$ cat src/rtl/sa_tile_engine.sv
// Output-stationary N x N systolic matrix-multiply tile with skewed operand injection and row-by-row result drain.
// Latency: K feed beats + 2N-1 flush cycles, then one result row per c_valid_o/c_ready_i handshake.
// Backpressure: in_ready_o is high only in FEED; c_ready_i low holds c_data_o/c_row_o stable in DRAIN.
module sa_tile_engine #(
  parameter int N      = 4,
  parameter int DW     = 8,
  parameter int AW     = 32,
  parameter int KMAX   = 64,
  parameter int SIGNED = 1,
  localparam int KW    = $clog2(KMAX + 1),
  localparam int RW    = $clog2(N)
) (
  input  logic              clk,
  input  logic              sa_rst_n,
  input  logic              start_i,
  input  logic [KW-1:0]     k_len_i,
  input  logic              acc_mode_i,
  input  logic              in_valid_i,
  output logic              in_ready_o,
  input  logic [N*DW-1:0]   a_col_i,
  input  logic [N*DW-1:0]   b_row_i,
  output logic              c_valid_o,
  input  logic              c_ready_i,
  output logic [N*AW-1:0]   c_data_o,
  output logic [RW-1:0]     c_row_o,
  output logic              busy_o,
  output logic              done_o,
  output logic [2:0]        state_o
);

  typedef enum logic [2:0] {
    S_IDLE  = 3'd0,
    S_FEED  = 3'd1,
    S_FLUSH = 3'd2,
    S_DRAIN = 3'd3,
    S_DONE  = 3'd4
  } state_t;

  localparam int PW = 2 * DW;
  localparam int FW = $clog2(2 * N);
  localparam logic [FW-1:0] FLUSH_LAST = FW'(2 * N - 2);
  localparam logic [FW-1:0] F_ONE      = FW'(1);
  localparam logic [KW-1:0] K_MAX_V    = KW'(KMAX);
  localparam logic [KW-1:0] K_ONE      = KW'(1);
  localparam logic [RW-1:0] ROW_LAST   = RW'(N - 1);
  localparam logic [RW-1:0] ROW_ONE    = RW'(1);

  state_t          state;
  logic [KW-1:0]   k_reg;
  logic [KW-1:0]   beat_cnt;
  logic [FW-1:0]   flush_cnt;

  logic            accept;
  logic            start_ok;
  logic            clr_acc;
  logic [KW-1:0]   k_sat;

  logic [DW-1:0]   a_in [N];
  logic [DW-1:0]   b_in [N];
  logic [DW-1:0]   a_sk [N];
  logic [DW-1:0]   b_sk [N];
  logic [DW-1:0]   a_op [N][N];
  logic [DW-1:0]   b_op [N][N];
  logic [AW-1:0]   acc  [N][N];

  logic [RW-1:0]   row_sel;
  logic [N*AW-1:0] row_dat;

  assign accept   = in_valid_i && in_ready_o;
  assign start_ok = (state == S_IDLE) && start_i;
  assign clr_acc  = start_ok && !acc_mode_i;
  assign k_sat    = (k_len_i > K_MAX_V) ? K_MAX_V : k_len_i;
  assign state_o  = state;

  // Product of two operands widened to the accumulator width with the configured signedness.
  function automatic logic [AW-1:0] mul_ext(input logic [DW-1:0] a, input logic [DW-1:0] b);
    logic signed [PW-1:0] ps;
    logic        [PW-1:0] pu;
    ps = PW'($signed(a)) * PW'($signed(b));
    pu = PW'(a) * PW'(b);
    if (SIGNED != 0) return AW'(ps);
    else             return AW'(pu);
  endfunction

  // Unaccepted cycles inject zeros so bubbles and flush cycles add nothing to the sums.
  always_comb begin
    for (int i = 0; i < N; i++) begin
      a_in[i] = accept ? a_col_i[i*DW +: DW] : '0;
      b_in[i] = accept ? b_row_i[i*DW +: DW] : '0;
    end
  end

  // Row i of A and column i of B enter through i delay stages so wavefronts meet diagonally.
  for (genvar gi = 0; gi < N; gi++) begin : g_skew
    if (gi == 0) begin : g_direct
      assign a_sk[0] = a_in[0];
      assign b_sk[0] = b_in[0];
    end else begin : g_dly
      logic [DW-1:0] a_sr [gi];
      logic [DW-1:0] b_sr [gi];
      // Shift the operand through gi skew registers.
      always_ff @(posedge clk or negedge sa_rst_n) begin
        if (!sa_rst_n) begin
          for (int s = 0; s < gi; s++) begin
            a_sr[s] <= '0;
            b_sr[s] <= '0;
          end
        end else begin
          a_sr[0] <= a_in[gi];
          b_sr[0] <= b_in[gi];
          for (int s = 1; s < gi; s++) begin
            a_sr[s] <= a_sr[s-1];
            b_sr[s] <= b_sr[s-1];
          end
        end
      end
      assign a_sk[gi] = a_sr[gi-1];
      assign b_sk[gi] = b_sr[gi-1];
    end
  end

  // PE grid: A travels east and B travels south one PE per cycle; each PE accumulates a*b.
  for (genvar gi = 0; gi < N; gi++) begin : g_row
    for (genvar gj = 0; gj < N; gj++) begin : g_pe
      logic [AW-1:0] acc_q;

      if (gj == 0) begin : g_a_edge
        assign a_op[gi][0] = a_sk[gi];
      end else begin : g_a_pass
        logic [DW-1:0] a_q;
        // Forward A from the western neighbour.
        always_ff @(posedge clk or negedge sa_rst_n) begin
          if (!sa_rst_n) a_q <= '0;
          else           a_q <= a_op[gi][gj-1];
        end
        assign a_op[gi][gj] = a_q;
      end

      if (gi == 0) begin : g_b_edge
        assign b_op[0][gj] = b_sk[gj];
      end else begin : g_b_pass
        logic [DW-1:0] b_q;
        // Forward B from the northern neighbour.
        always_ff @(posedge clk or negedge sa_rst_n) begin
          if (!sa_rst_n) b_q <= '0;
          else           b_q <= b_op[gi-1][gj];
        end
        assign b_op[gi][gj] = b_q;
      end

      // Accumulate every cycle; a fresh run without acc_mode clears first.
      always_ff @(posedge clk or negedge sa_rst_n) begin
        if (!sa_rst_n)    acc_q <= '0;
        else if (clr_acc) acc_q <= '0;
        else              acc_q <= acc_q + mul_ext(a_op[gi][gj], b_op[gi][gj]);
      end
      assign acc[gi][gj] = acc_q;
    end
  end

  // Select the row to load into the output register next: row 0 on DRAIN entry, else the following row.
  always_comb begin
    row_sel = '0;
    if (state == S_DRAIN && c_row_o != ROW_LAST) row_sel = c_row_o + ROW_ONE;
    row_dat = '0;
    for (int j = 0; j < N; j++) row_dat[j*AW +: AW] = acc[row_sel][j];
  end

  // Control FSM with all handshake and status outputs registered.
  always_ff @(posedge clk or negedge sa_rst_n) begin
    if (!sa_rst_n) begin
      state      <= S_IDLE;
      k_reg      <= '0;
      beat_cnt   <= '0;
      flush_cnt  <= '0;
      in_ready_o <= 1'b0;
      c_valid_o  <= 1'b0;
      c_data_o   <= '0;
      c_row_o    <= '0;
      busy_o     <= 1'b0;
      done_o     <= 1'b0;
    end else begin
      done_o <= 1'b0;
      case (state)
        S_IDLE: begin
          if (start_i) begin
            busy_o    <= 1'b1;
            k_reg     <= k_sat;
            beat_cnt  <= '0;
            flush_cnt <= '0;
            if (k_sat == '0) begin
              // Nothing to feed: present the (possibly just cleared) accumulators directly.
              state     <= S_DRAIN;
              c_valid_o <= 1'b1;
              c_row_o   <= '0;
              c_data_o  <= acc_mode_i ? row_dat : '0;
            end else begin
              state      <= S_FEED;
              in_ready_o <= 1'b1;
            end
          end
        end
        S_FEED: begin
          if (accept) begin
            beat_cnt <= beat_cnt + K_ONE;
            if (beat_cnt == k_reg - K_ONE) begin
              state      <= S_FLUSH;
              in_ready_o <= 1'b0;
            end
          end
        end
        S_FLUSH: begin
          if (flush_cnt == FLUSH_LAST) begin
            state     <= S_DRAIN;
            c_valid_o <= 1'b1;
            c_row_o   <= '0;
            c_data_o  <= row_dat;
          end else begin
            flush_cnt <= flush_cnt + F_ONE;
          end
        end
        S_DRAIN: begin
          if (c_ready_i) begin
            if (c_row_o == ROW_LAST) begin
              state     <= S_DONE;
              c_valid_o <= 1'b0;
              done_o    <= 1'b1;
            end else begin
              c_row_o  <= c_row_o + ROW_ONE;
              c_data_o <= row_dat;
            end
          end
        end
        S_DONE: begin
          state  <= S_IDLE;
          busy_o <= 1'b0;
        end
        default: begin
          state      <= S_IDLE;
          in_ready_o <= 1'b0;
          c_valid_o  <= 1'b0;
          busy_o     <= 1'b0;
        end
      endcase
    end
  end

endmodule

$ cat config.mk
export PLATFORM = sky130hd
export DESIGN_NAME = sa_tile_engine
export DESIGN_NICKNAME = d
export VERILOG_FILES = /design/src/rtl/sa_tile_engine.sv
export SDC_FILE = /design/constraint.sdc
export NUM_CORES = 2
export LEC_CHECK = 0
export CAP_MARGIN = 20
export CORE_MARGIN = 2
export CORE_UTILIZATION = 40
export CTS_CLUSTER_DIAMETER = 40
export DETAILED_ROUTE_END_ITERATION = 16
export GPL_TIMING_DRIVEN = 0
export HOLD_SLACK_MARGIN = 0.15
export SLEW_MARGIN = 10
export SYNTH_ARGS = -nofsm -noshare
export SYNTH_HDL_FRONTEND = slang
export SYNTH_SLANG_ARGS = --single-unit
$ cat constraint.sdc
create_clock -name clk -period 9.5 [get_ports clk]
set_input_delay 1.9 -clock clk [delete_from_list [all_inputs] [get_ports clk]]
set_output_delay 1.9 -clock clk [all_outputs]
set_load 0.01 [all_outputs]
==> results_dict.tcl <==
set metrics [dict create \
    grt.busiest_layer "met2" \
    rsz0062_at_grt "false" \
    max_stage_delay_ps 780 \
    drc 0 \
    critPathKind "input port to register" \
    globalRouteMet3Util_pct 3.817 \
    finalHoldViolations 0 \
    postSynthAreaPerCell_um2 9.220 \
    core-area_um2 233000 \
    ctsHoldBuffers 0 \
    largest_reg_flops 512 \
    worstSkewPairLatency_ps 870 \
    skew_ps 47.25 \
    cellPowerDensity_nw_per_um2 335.7 \
    reg_top3 "g_row.g_pe.acc_q: 512 flops, c_data_o: 128 flops" \
    max-vdd-ir-drop_mv 0.1989 \
    drt-initial-drc-count 5497 \
    synth_top_area_cell "dfrtp_1" \
    worstSetupStartpoint "in_valid_i" \
    cts_max_path_buffers 3 \
    num_rows 177 \
    seq_area_frac_synth_pct 25.45 \
    clock_sinks 954 \
    final-seq-area_um2 23870 \
    ant_nets 0 \
    dpl_cell_area_um2 100800 \
    worstPathRequired_ps 10230 \
    ioPinCount 214 \
    ys_types 95 \
    die_area_um2 238400 \
    rr_worst_depth 24 \
    synth.top_cell.area_share_pct 25.45 \
    grt-ovfl-total 0 \
    antenna_found_initial 34 \
    first_global_vias 76190 \
    synthesis.instances 10180 \
    met2_usage_pct 37.31 \
    min_period_ps 8839 \
    wl_um 279000 \
    r2r_start "g_row[3].g_pe[2].g_a_pass.a_q[7]" \
    crit_top_cell "fa_1" \
    cts_resized 0 \
    status "completed" \
    crit_arrival_ps 9570 \
    stdcell_area_um2 108300 \
    place_hpwl_um 223200 \
    regToRegEndpoint "g_row[3].g_pe[2].acc_q[30]" \
    firstDrtPassIters 6 \
    synth_warnings 0 \
    area_delta_synth_final_pct 15.43 \
    stdcell_count 13960 \
    ys_top_cells_by_area "dfrtp_1 25%, fa_1 19%, ha_1 13%" \
    grt.total_usage_pct 23.59 \
    critPathCapture "g_row[0].g_pe[0].acc_q[29]" \
    path_buf_inv 6 \
    hp-class "register to register" \
    clkTransAtPathRegs_ps 50 \
    cp_slowest_cell "o31ai_1" \
    htree_levels 4 \
    n_fill_cell 22250 \
    grt_pass1_wl_um 436200 \
    leakage_uw 0.05361 \
    ys_async_sr_fraction_pct 100.0 \
    cp-end-kind "register" \
    regMostFlops "g_row.g_pe.acc_q" \
    rrSetupSlack_ps 1220 \
    die_w_um 488.3 \
    drive_gt1_share_pct 5.058 \
    wl_per_cell_um 19.99 \
    fmax_ghz 0.1131 \
    synthFlopType "dfrtp_1" \
    gr-usage-met1_pct 31.82 \
    grt_max_degree 154 \
    maxCapViolations 0 \
    max_slew_margin_pct 19.09 \
    p_total_uw 36360 \
    finalCritPeriodShare_pct 93.04 \
    place_congestion 0.9361 \
    cts_buffers 202 \
    multiInputGateArea_um2 64020 \
    cts_tree "done" \
    synth_seq_cells 954 \
    maxSlewViolCount 0 \
    port_buffers 213 \
    start_util_pct 40.27 \
    post-cts-setup-buffers 0 \
    cp_top_family "adder cells" \
    crit_path_start_kind "input port" \
    synth_edf_count 0 \
    tightestPinTransition_ps 1198 \
    synth_fp_nets 12120 \
    setup_violations 0 \
    nNetsFinal 12580 \
    critPathMaxFanout 10 \
    die_height_um 488.3 \
    dp.cells 13560 \
    viasPerCell 5.303 \
    root_buffer "clkbuf_16" \
    synth.cell_area_um2 93820 \
    path_depth 28 \
    vias 74010 \
]
report_power, final:
group | switching, µW | total [µW] | internal (µW)
Combinational | 12500 | 21100 | 8650
Sequential | 1690 | 7620 | 5930
Clock | 2720 | 7600 | 4890
layer usage:
layer  vias to the layer above  part of all wire (%)
met2                      2044                    45
li1                      34760                     -
met3                       476                   6.1
met4                         2                   4.9
met5                         -                0.0025
met1                     36730                    44
how the worst min path moves through the flow:
| stage | cells past startpoint | to | from | slack (ps) |
|---|---|---|---|---|
| 2_1_floorplan | 0 | a_op[24] | g_skew[3].g_dly.a_sr[8] | 330 |
| 3_3_place_gp | 0 | b_op[105] | g_skew[2].g_dly.b_sr[9] | 330 |
| 3_5_place_dp | 0 | a_op[28] | g_skew[3].g_dly.a_sr[12] | 330 |
| 4_1_cts | 0 | b_op[108] | g_skew[2].g_dly.b_sr[12] | 350 |
| 5_1_grt | 0 | g_skew[3].g_dly.a_sr[9] | g_skew[3].g_dly.a_sr[17] | 350 |
| 6_report | 0 | b_op[108] | g_skew[2].g_dly.b_sr[12] | 340 |
final cells by class:
class | instances | area share (%)
inverters | 1408 | 4.880
clock buffers | 240 | 4.984
multi-input cells | 7617 | 59.11
flip-flops and latches | 954 | 22.04
repair buffers | 257 | 2.725
diodes | 11 | 0.02542
plain buffers | 197 | 0.7394
clock inverters | 142 | 1.869
well taps | 3132 | 3.618
kinds of logic (layout without fill, tap and decap cells):
logic type / after synthesis / in the layout / synth area share [%]
compound gates: 1927 / 1927 / 13.36
flops: 954 / 954 / 25.45
fa+ha+maj: 1863 / 1863 / 32.01
xor+xnor: 644 / 644 / 6.043
buf+inv: 1605 / 2244 / 6.443
mux: 14 / 14 / 0.1520
other cells: 0 / 11 / 0
simple gates: 3169 / 3169 / 16.54
Yosys cell counts (all sizes together), types with 23 or more instances:
library cell  number
nor4              24
xor2             206
nor2             738
o211ai            23
o31ai             27
a31oi             47
dfrtp            954
o21bai            73
o21a              78
fa               896
and2             738
clkbuf           188
o21ai            450
and3             124
nand2b           154
xnor2            437
a221oi           136
nand3            107
a21o             251
nor2b             87
nand4             38
nor3             185
o41ai             25
or2               25
or3               35
ha               967
inv             1408
a21oi            567
a211oi            58
a2111oi           23
nand2            872
worst reg2reg max path, stage by stage (launching register included):
cell and delay, ps:
dfrtp_1 750, and2_1 350, fa_1 490, inv_1 180, fa_1 470, fa_1 510, inv_1 50, fa_1 440
ha_1 340, and3_1 190, a21oi_1 100, o21ai_1 100, o41ai_1 970, xor2_2 750, ha_1 450, a21o_1 190
a21o_1 180, a21o_1 190, a21o_1 180, a221o_1 300, a32o_1 250, o21a_1 260, o22ai_1 230, xor2_1 190
nor2_1 60
per-stage QoR:
step | util, % | hold slack, ps | setup TNS (ps) | worst slack [ps]
after CTS | 46.45 | 345.9 | 0 | 785.4
after floorplan | - | 331.2 | 0 | 662.6
after global placement | 42.87 | 332.3 | - | -38700
after detailed placement | 43.26 | 334.7 | -201.8 | -147.2
after global routing | 46.47 | 350.5 | 0 | 296.7
final | 46.49 | 343.5 | 0 | 661.1
layout by cell type, fill, tap and decap left out, types with 27 or more instances in the layout:
master	count
and2_1	736
a21oi_1	564
nand2b_1	154
a221oi_1	133
inv_1	1408
nand2_1	872
clkbuf_16	202
o21bai_1	73
o21ai_0	413
a21o_1	248
fa_1	896
clkdlybuf4s50_1	212
nand3_1	106
ha_1	967
nor2_1	736
o21a_1	78
a211oi_1	57
or3_1	35
bufinv_16	27
nor2b_1	87
o21ai_1	37
and3_1	124
xor2_1	205
inv_6	35
clkbuf_1	178
nand4_1	38
xnor2_1	422
nor3_1	185
dfrtp_1	954
a31oi_1	47
Note: power is estimated with default switching activity, not from simulation.
